[src/rtl/alpha_calc_unit.sv]
// Forward-recursion (alpha) engine for the max-log-MAP decoder of the LTE 8-state RSC code.
// One trellis step per input beat; emits the pre-update alpha vector of that step per output beat.
module alpha_calc_unit #(
    parameter int unsigned DWIDTH     = 16,
    parameter int unsigned MWIDTH     = 16,
    parameter int unsigned BLKLEN_MAX = 6144,
    parameter bit          NORM_EN    = 1'b1
) (
    input  logic                             aclk,
    input  logic                             areset,
    input  logic                             start,
    input  logic [$clog2(BLKLEN_MAX+1)-1:0]  blklen,
    input  logic [3*DWIDTH-1:0]              s_axis_in_tdata,
    input  logic                             s_axis_in_tvalid,
    output logic                             s_axis_in_tready,
    output logic [8*MWIDTH-1:0]              m_axis_alpha_tdata,
    output logic                             m_axis_alpha_tvalid,
    input  logic                             m_axis_alpha_tready,
    output logic                             m_axis_alpha_tuser,
    output logic                             m_axis_alpha_tlast,
    output logic                             done,
    output logic                             err
);

    localparam int unsigned LW = $clog2(BLKLEN_MAX + 1);

    localparam logic [1:0] ST_IDLE  = 2'd0;
    localparam logic [1:0] ST_RUN   = 2'd1;
    localparam logic [1:0] ST_FLUSH = 2'd2;

    localparam logic signed [MWIDTH-1:0] M_MAX      = {1'b0, {(MWIDTH-1){1'b1}}};
    localparam logic signed [MWIDTH-1:0] M_MIN      = {1'b1, {(MWIDTH-1){1'b0}}};
    localparam logic signed [MWIDTH-1:0] M_INIT_NEG = {2'b11, {(MWIDTH-2){1'b0}}};
    localparam logic [LW-1:0]            BLK_MAX    = LW'(BLKLEN_MAX);
    localparam logic [LW-1:0]            ONE        = LW'(1);

    function automatic logic signed [MWIDTH-1:0] sat_add(input logic signed [MWIDTH-1:0] a,
                                                         input logic signed [MWIDTH-1:0] b);
        logic [MWIDTH:0] sum;
        sum = {a[MWIDTH-1], a} + {b[MWIDTH-1], b};
        if (sum[MWIDTH] != sum[MWIDTH-1]) return sum[MWIDTH] ? M_MIN : M_MAX;
        return sum[MWIDTH-1:0];
    endfunction

    function automatic logic signed [MWIDTH-1:0] sat_sub(input logic signed [MWIDTH-1:0] a,
                                                         input logic signed [MWIDTH-1:0] b);
        logic [MWIDTH:0] dif;
        dif = {a[MWIDTH-1], a} - {b[MWIDTH-1], b};
        if (dif[MWIDTH] != dif[MWIDTH-1]) return dif[MWIDTH] ? M_MIN : M_MAX;
        return dif[MWIDTH-1:0];
    endfunction

    logic [1:0]               state_q, state_d;
    logic [LW-1:0]            blklen_q, k_q;
    logic signed [MWIDTH-1:0] alpha_q [8];
    logic signed [MWIDTH-1:0] alpha_raw [8];
    logic signed [MWIDTH-1:0] alpha_nxt [8];
    logic [8*MWIDTH-1:0]      out_data_q, out_pack;
    logic                     out_valid_q, out_user_q, out_last_q;
    logic                     done_q, done_d, err_q, err_d;

    logic signed [DWIDTH-1:0] l_sys, l_par, l_a;
    logic signed [MWIDTH-1:0] gamma_u, gamma, cand;
    logic [2:0]               st, nst;
    logic                     bit_u, bit_a, bit_p;
    logic                     in_hs, out_hs, last_step, blklen_ok, start_ok;

    assign l_sys = s_axis_in_tdata[DWIDTH-1:0];
    assign l_par = s_axis_in_tdata[2*DWIDTH-1:DWIDTH];
    assign l_a   = s_axis_in_tdata[3*DWIDTH-1:2*DWIDTH];

    assign s_axis_in_tready = (state_q == ST_RUN) && (!out_valid_q || m_axis_alpha_tready);
    assign in_hs            = s_axis_in_tvalid && s_axis_in_tready;
    assign out_hs           = out_valid_q && m_axis_alpha_tready;
    assign last_step        = (k_q == blklen_q - ONE);
    assign blklen_ok        = (blklen != '0) && (blklen <= BLK_MAX);
    assign start_ok         = (state_q == ST_IDLE) && start && blklen_ok;

    // Add-compare-select over all 16 (state, input bit) branches, then optional normalisation.
    always_comb begin
        gamma_u = sat_add(MWIDTH'(l_sys), MWIDTH'(l_a));
        gamma   = '0;
        cand    = '0;
        st      = '0;
        nst     = '0;
        bit_u   = 1'b0;
        bit_a   = 1'b0;
        bit_p   = 1'b0;
        for (int i = 0; i < 8; i++) alpha_raw[i] = M_MIN;
        for (int s = 0; s < 8; s++) begin
            for (int u = 0; u < 2; u++) begin
                st    = 3'(s);
                bit_u = (u == 1);
                bit_a = bit_u ^ st[1] ^ st[0];
                bit_p = bit_a ^ st[2] ^ st[0];
                nst   = {bit_a, st[2], st[1]};
                gamma = sat_add(bit_u ? gamma_u : '0, bit_p ? MWIDTH'(l_par) : '0);
                cand  = sat_add(alpha_q[st], gamma);
                if (cand > alpha_raw[nst]) alpha_raw[nst] = cand;
            end
        end
        for (int i = 0; i < 8; i++) begin
            alpha_nxt[i] = NORM_EN ? sat_sub(alpha_raw[i], alpha_raw[0]) : alpha_raw[i];
        end
    end

    always_comb begin
        out_pack = '0;
        for (int i = 0; i < 8; i++) out_pack[i*MWIDTH +: MWIDTH] = alpha_q[i];
    end

    always_comb begin
        state_d = state_q;
        done_d  = 1'b0;
        err_d   = 1'b0;
        case (state_q)
            ST_IDLE: begin
                if (start) begin
                    if (blklen_ok) state_d = ST_RUN;
                    else           err_d   = 1'b1;
                end
            end
            ST_RUN: begin
                if (in_hs && last_step) state_d = ST_FLUSH;
            end
            ST_FLUSH: begin
                if (out_hs) begin
                    done_d  = 1'b1;
                    state_d = ST_IDLE;
                end
            end
            default: state_d = ST_IDLE;
        endcase
    end

    always_ff @(posedge aclk or posedge areset) begin
        if (areset) begin
            state_q     <= ST_IDLE;
            blklen_q    <= '0;
            k_q         <= '0;
            out_data_q  <= '0;
            out_valid_q <= 1'b0;
            out_user_q  <= 1'b0;
            out_last_q  <= 1'b0;
            done_q      <= 1'b0;
            err_q       <= 1'b0;
            for (int i = 0; i < 8; i++) alpha_q[i] <= (i == 0) ? '0 : M_INIT_NEG;
        end else begin
            state_q <= state_d;
            done_q  <= done_d;
            err_q   <= err_d;
            if (start_ok) begin
                blklen_q <= blklen;
                k_q      <= '0;
                for (int i = 0; i < 8; i++) alpha_q[i] <= (i == 0) ? '0 : M_INIT_NEG;
            end else if (in_hs) begin
                k_q <= last_step ? '0 : k_q + ONE;
                for (int i = 0; i < 8; i++) alpha_q[i] <= alpha_nxt[i];
            end
            // The beat carries alpha_k, i.e. the metrics before this step's update.
            if (in_hs) begin
                out_data_q  <= out_pack;
                out_valid_q <= 1'b1;
                out_user_q  <= (k_q == '0);
                out_last_q  <= last_step;
            end else if (out_hs) begin
                out_valid_q <= 1'b0;
            end
        end
    end

    assign m_axis_alpha_tdata  = out_data_q;
    assign m_axis_alpha_tvalid = out_valid_q;
    assign m_axis_alpha_tuser  = out_user_q;
    assign m_axis_alpha_tlast  = out_last_q;
    assign done                = done_q;
    assign err                 = err_q;

endmodule

[config.mk]
export PLATFORM = sky130hd
export DESIGN_NAME = alpha_calc_unit
export DESIGN_NICKNAME = d
export VERILOG_FILES = /design/src/rtl/alpha_calc_unit.sv
export SDC_FILE = /design/constraint.sdc
export NUM_CORES = 2
export LEC_CHECK = 0
export BUFFER_PORTS_ARGS = -buffer_cell sky130_fd_sc_hd__buf_2
export CAP_MARGIN = 20
export CORE_UTILIZATION = 45
export CTS_CLUSTER_DIAMETER = 150
export DETAILED_ROUTE_END_ITERATION = 10
export GPL_TIMING_DRIVEN = 1
export SLEW_MARGIN = 25
export SYNTH_ARGS = -nofsm -noshare
export SYNTH_HDL_FRONTEND = slang
export SYNTH_SLANG_ARGS = --single-unit
[constraint.sdc]
create_clock -name aclk -period 8.24 [get_ports aclk]
set_clock_uncertainty 0.05 [all_clocks]
set_input_delay 0.824 -clock aclk [delete_from_list [all_inputs] [get_ports aclk]]
set_output_delay 0.824 -clock aclk [all_outputs]
set_load 0.02 [all_outputs]
# Yosys cells after proc, flatten, opt, wreduce, memory -nomap -nowiden
# Cells that the tools add are included.
# W data, S select, Z words.
dict set report classes {
  addsub 24
  mux 121
  eq_ne 29
  n_lt_le_gt_ge 17
  reduce_logical 15
}
# cell n
set ops {}
lappend ops {{$mux W16} 82}
lappend ops {{$mux W128} 2}
lappend ops {{$add A16 B16 Y17} 14}
lappend ops {{$sub A16 B16 Y17} 8}
lappend ops {{$gt A16 B16 Y1} 8}
lappend ops {{$gt A16 B16 Y1 const B} 8}
lappend ops {{$mux W13} 3}
lappend ops {{$mux W1} 29}
lappend ops {{$ne A1 B1 Y1} 22}
lappend ops {{$add A13 B1 Y13 const B} 1}
lappend ops {{$eq A13 B13 Y1} 1}
lappend ops {{$le A13 B13 Y1 const B} 1}
lappend ops {{$logic_not A13 Y1} 1}
lappend ops {{$reduce_bool A13 Y1} 1}
lappend ops {{$sub A13 B1 Y13 const B} 1}
lappend ops {{$mux W2} 4}
lappend ops {{$logic_and A1 B1 Y1} 7}
lappend ops {{$ne A2 B2 Y1 const B} 3}
lappend ops {{$pmux W2 S3} 1}
lappend ops {{$reduce_and A4 Y1} 1}
lappend ops {{$reduce_bool A2 Y1} 2}
lappend ops {{$eq A2 B1 Y1 const B} 1}
lappend ops {{$eq A2 B2 Y1 const B} 1}
lappend ops {{$logic_not A2 Y1} 1}
lappend ops {{3 further kinds} 3}
dict set report totals {
  ff_bits 289
  elab_cells 223
}

# Longest topological paths before layout
dict set report depth {
  ltp_word 22
  depth_mapped 71
  ltp_nobuf 66
}

# Least setup slack after synthesis
# No wires, ideal clock.
dict set report synth_path {
  path_kind {input -> register}
  startpoint {input s_axis_in_tdata[1]}
  endpoint {register alpha_q[25] (netlist bit)}
  slack_ns -6.570
  setup_ns 0.083
  path_stages 68
  t_required_ns 8.107
  t_arrival_ns 14.677
  path_cell_list {ha_1 -> a21o_1 -> a21o_1 -> a2111oi_2 -> o31ai_1 -> o211a_1 -> and4_1 -> a2111o_1 -> a21oi_2 -> xnor2_1 -> ha_1 -> clkbuf_1 -> o21ai_0 -> ha_1 -> a211oi_2 -> nor2_1 -> o21ai_1 -> a21oi_1 -> [... 32 more ...] -> clkbuf_1 -> nand2_1 -> ha_1 -> nor2b_1 -> o21a_1 -> o21ai_1 -> a211oi_1 -> o31ai_1 -> o21ai_1 -> a21o_1 -> a21oi_1 -> xor2_1 -> ha_1 -> inv_1 -> a221oi_1 -> clkbuf_1 -> o21ai_0 -> o21ai_0}
}
dict set report synth_via {
  elab_chain_len 20
  word_cells_on_any_way 38
  cone_classes {add/sub: 5; order compare: 3; eq/ne: 5; mux: 25}
}
# item line_no
set synth_rtl {}
lappend synth_rtl {{start, declared} 13} ;# input logic [3*DWIDTH-1:0] s_axis_in_tdata,
lappend synth_rtl {{$add A16 B16 Y17 (*)} 40} ;# sum = {a[MWIDTH-1], a} + {b[MWIDTH-1], b};
lappend synth_rtl {{$mux W16 / $ne A1 B1 Y1 (equally long branches)} 41} ;# if (sum[MWIDTH] != sum[MWIDTH-1]) return sum[MWIDTH] ? M_MIN : M_MAX;
lappend synth_rtl {{$mux W16 / $mux W1 (equally long branches)} 41}
lappend synth_rtl {{$mux W16 (*)} 42} ;# return sum[MWIDTH-1:0];
lappend synth_rtl {{$add A16 B16 Y17} 40}
lappend synth_rtl {{$mux W16 / $ne A1 B1 Y1 (equally long branches)} 41}
lappend synth_rtl {{$mux W16 / $mux W1 (equally long branches)} 41}
lappend synth_rtl {{$mux W16} 42}
lappend synth_rtl {{[... 4 more ...]} -}
lappend synth_rtl {{$gt A16 B16 Y1} 99} ;# if (cand > alpha_raw[nst]) alpha_raw[nst] = cand;
lappend synth_rtl {{$mux W16} 99}
lappend synth_rtl {{$sub A16 B16 Y17 (*)} 48} ;# dif = {a[MWIDTH-1], a} - {b[MWIDTH-1], b};
lappend synth_rtl {{$mux W16 / $ne A1 B1 Y1 (equally long branches)} 49} ;# if (dif[MWIDTH] != dif[MWIDTH-1]) return dif[MWIDTH] ? M_MIN : M_MAX;
lappend synth_rtl {{$mux W16 / $mux W1 (equally long branches)} 49}
lappend synth_rtl {{$mux W16 (*)} 50} ;# return dif[MWIDTH-1:0];
lappend synth_rtl {{$mux W128 (*)} 156} ;# end else if (in_hs) begin
lappend synth_rtl {{$mux W128 (*)} 152} ;# if (start_ok) begin
lappend synth_rtl {{end, declared} 55} ;# logic signed [MWIDTH-1:0] alpha_q [8];
# Every way passes the cells marked *; elsewhere a longest branch is shown, timed or not. The select of a mux whose other input is x is not followed.
# A chain may end at the register's enable or synchronous reset.

# Worst setup path in the final report
dict set report layout_path {
  startpoint {input s_axis_in_tdata[33]}
  endpoint {register alpha_q[28] (netlist bit)}
}
# Same word-level chain as after synthesis.

==> summary.md <==
| Metric | Value |
|---|---|
| Post-synthesis xor/xnor area fraction | 7.541% |
| RD Place Congestion | 1.060 |
| Synthesis-stage register bit count | 257 |
| Final hold vios | 0 |
| Post-synth EDFFs | 0 |
| Post-synthesis mux area share | 3.918% |
| Routed length per placed instance | 21.37 um |
| Slew headroom | 25.29% |
| Post-DRT Antenna Nets | 0 |
| Final layout net count | 5,868 |
| Sequential Area | 6449 sq um |
| Share of cells above drive strength 1 | 38.86% |
| Depth of the most critical reg-to-reg path | 40 |
| Synth area leader | ha_1 |
| Remaining global-route overflow | 0 |
| CTS H-Tree Depth | 2 |
| Distinct cells, synth | 95 |
| Worst Hold Class | in -> async |
| Layout Cells excl Fill | 6,187 |
| Setup violations, final | 112 |
| Compound-cell area share of the yosys netlist | 24.18% |
| Vias in the first global route | 33,400 |
| Max-slew violation count | 0 |
| Slew @ Worst Pin | 1.121 ns |
| Clock slew seen by the registers of the worst setup and hold paths | 0.06 ns |
| Die area | 69,970 sq um |
| Core box area | 67,630 sq um |
| Die Ht | 264.5 um |
| Post-synth top cells | 504 x nand2_1, 492 x ha_1, 278 x a21oi_1 |
| CP required | 8.68 ns |
| Most common cell in the netlist | nand2_1 |
| Mean post-synth cell area | 8.090 sq um |
| Mapped Cells | 3,833 |
| Die width | 264.5 um |
| Area grow syn2layout | 52.66% |
| Final-layout fill cell count | 5,505 |
| First-pass GRT wire length | 195,600 um |
| Antenna cells | 0 |
| Total GRT Usage | 36.51% |
| Root Buffer | clkbuf_16 |
| F_max | 78.41 MHz |
| Worst setup EP type | flip-flop |
| Largest net degree at the start of global routing | 157 |
| Dpl cells | 5,965 |
| Worst-path cell with the longest stage delay | fa_2 |
| Max Buffers Root-to-Sink | 3 |
| Detailed placement HPWL | 106,200 um |
| Sequential cell area fraction in the yosys report | 20.80% |
| Status | finished, violations left |
| CTS tree | yes |
| Synth Warn # | 0 |
| Area share of fa/ha/maj cells after synthesis | 21.14% |
| Total number of vias | 34,690 |
| Largest cells by area after synthesis | ha_1 20%, dfrtp_1 20%, nand2_1 6.1% |
| I/O pins | 200 |
| Ys async rst share | 100.0% |
| Critical Path Source Type | input pin |
| WP data arrival | 13.19 ns |
| Post-synth top flop | dfrtp_1 |
| Violated checks | setup timing |
| DRT Pass-1 Iters | 6 |
| Final worst setup slack | -4.514 ns |
| Unrepaired setup endpoints after global routing | yes |
| Clock Sinks | 257 |
| Clk Latency, worst-skew pair | 0.57 ns |
| I/O Buffers | 183 |
| Largest family of logic cells by synthesized area | compound AO/OA/AOI/OAI gates |
| First DRT Iteration DRCs | 2,618 |
| DR vias/cell | 5.606 |
| Mapped Area | 31,010 sq um |
| Simple logic cell fraction of the synthesized area | 17.99% |
| Final period utilization | 154.8% |
| DRC viols | 0 |
| Most used cell, CP | ha_4 |
| Initial antenna violation count | 0 |
| Drt total wl | 132,200 um |
| Crit Path Max Fanout | 5 |
| Critical path's largest stage delay | 0.42 ns |
| Area of the multi-input gates | 25,960 sq um |
| Top-area cell type share of the netlist area | 19.85% |
| Initial Util | 45.85% |
| Minimum clock period | 12.75 ns |
| Critical path class | in -> reg |
| Final setup TNS | -482.06 ns |
| Total of max-cap violations | 0 |
| TritonCTS Buffers | 35 |
| Num rows | 95 |
registers in the layout, indices dropped and copies added, names as in the netlist, 2 cells and up:
name and cells:
m_axis_alpha_tdata 112, k_q 13, blklen_q 13, state_q 2, alpha_q 112
through the flow:
stage	hold slack (ns)	utilization (%)	setup slack (ns)	cell area, sq um
after floorplan	0.4014	-	-4.559	32450
after global placement	0.4024	63.44	-5.692	42910
after detailed placement	0.4075	63.45	-5.786	42910
after CTS	0.3460	67.60	-4.320	45720
after global routing	0.3725	70.00	-5.028	47340
final	0.3169	70.00	-4.514	47340
layout by cell type, fill, tap and decap left out, types with 28 or more instances in the layout:
cell / instances
buf_4: 1231
buf_6: 53
a21oi_2: 37
nand2_1: 478
ha_1: 416
a21o_1: 105
a31oi_1: 33
xnor2_1: 148
a21oi_1: 235
buf_12: 37
mux2i_1: 71
nor3_1: 60
nor2b_1: 43
xor2_1: 108
nand4_1: 28
o21ai_1: 59
mux2_2: 36
or3_1: 35
buf_2: 183
dfrtp_1: 243
o21ai_0: 166
ha_4: 57
a22o_1: 48
nand3_1: 56
a221o_1: 35
clkbuf_16: 38
o21a_1: 99
o21ai_2: 54
nor2_1: 219
conb_1: 33
inv_1: 194
nand2b_1: 62
cell families after synthesis:
logic type	after synthesis
AO/OA/AOI/OAI	1146
XOR/XNOR	267
adder cells (fa/ha/maj)	512
buffers and inverters	342
flip-flops	257
multiplexers	116
other	2
AND/OR/NAND/NOR	1191
worst max-delay path: cells and delay by family:
kind	cells	cell delay, ns
compound gates	34	6.05
fa+ha+maj	10	2.81
simple gates	12	1.68
buf+inv	12	1.44
xor+xnor	3	0.38
final timing paths:
kind	endpoint	slack [ns]	start
max	alpha_q[28]$_DFFE_PP0P_	-4.51	s_axis_in_tdata[33]
min	alpha_q[13]$_DFFE_PP0P_	0.32	areset
max reg2reg	alpha_q[28]$_DFFE_PP0P_	-0.75	alpha_q[36]$_DFFE_PP0P_
min reg2reg	m_axis_alpha_tdata[42]$_DFFE_PP0P_	0.41	m_axis_alpha_tdata[42]$_DFFE_PP0P_
max in group asynchronous	alpha_q[91]$_DFFE_PP0P_	6.38	areset
min in group aclk	m_axis_alpha_tdata[42]$_DFFE_PP0P_	0.41	m_axis_alpha_tdata[42]$_DFFE_PP0P_
timing repair:
action,CTS,global route
pin swaps,86,215
cloned,9,5
resized for setup,188,202
buffers inserted,79,76
hold buffers,0,0
endpoints found under the setup margin,112,112
layout make-up:
class / instances / area share [%]
repair buffers: 1517 / 24.87
multi-input cells: 3269 / 54.83
inverters: 210 / 1.723
flip-flops and latches: 257 / 13.62
clock inverters: 18 / 0.5788
clock buffers: 43 / 2.062
well taps: 873 / 2.307
per-layer routing:
layer	GRT usage, %	up-vias	part of all wire (%)
met5	0	-	0
met4	18.70	0	5.9
met3	4.477	308	5.4
met2	60.04	1067	46
met1	47.00	16560	43
li1	-	16750	-
Power is not shown: default switching activity piles up to over one toggle a cycle in this logic, so the estimate is an artifact.
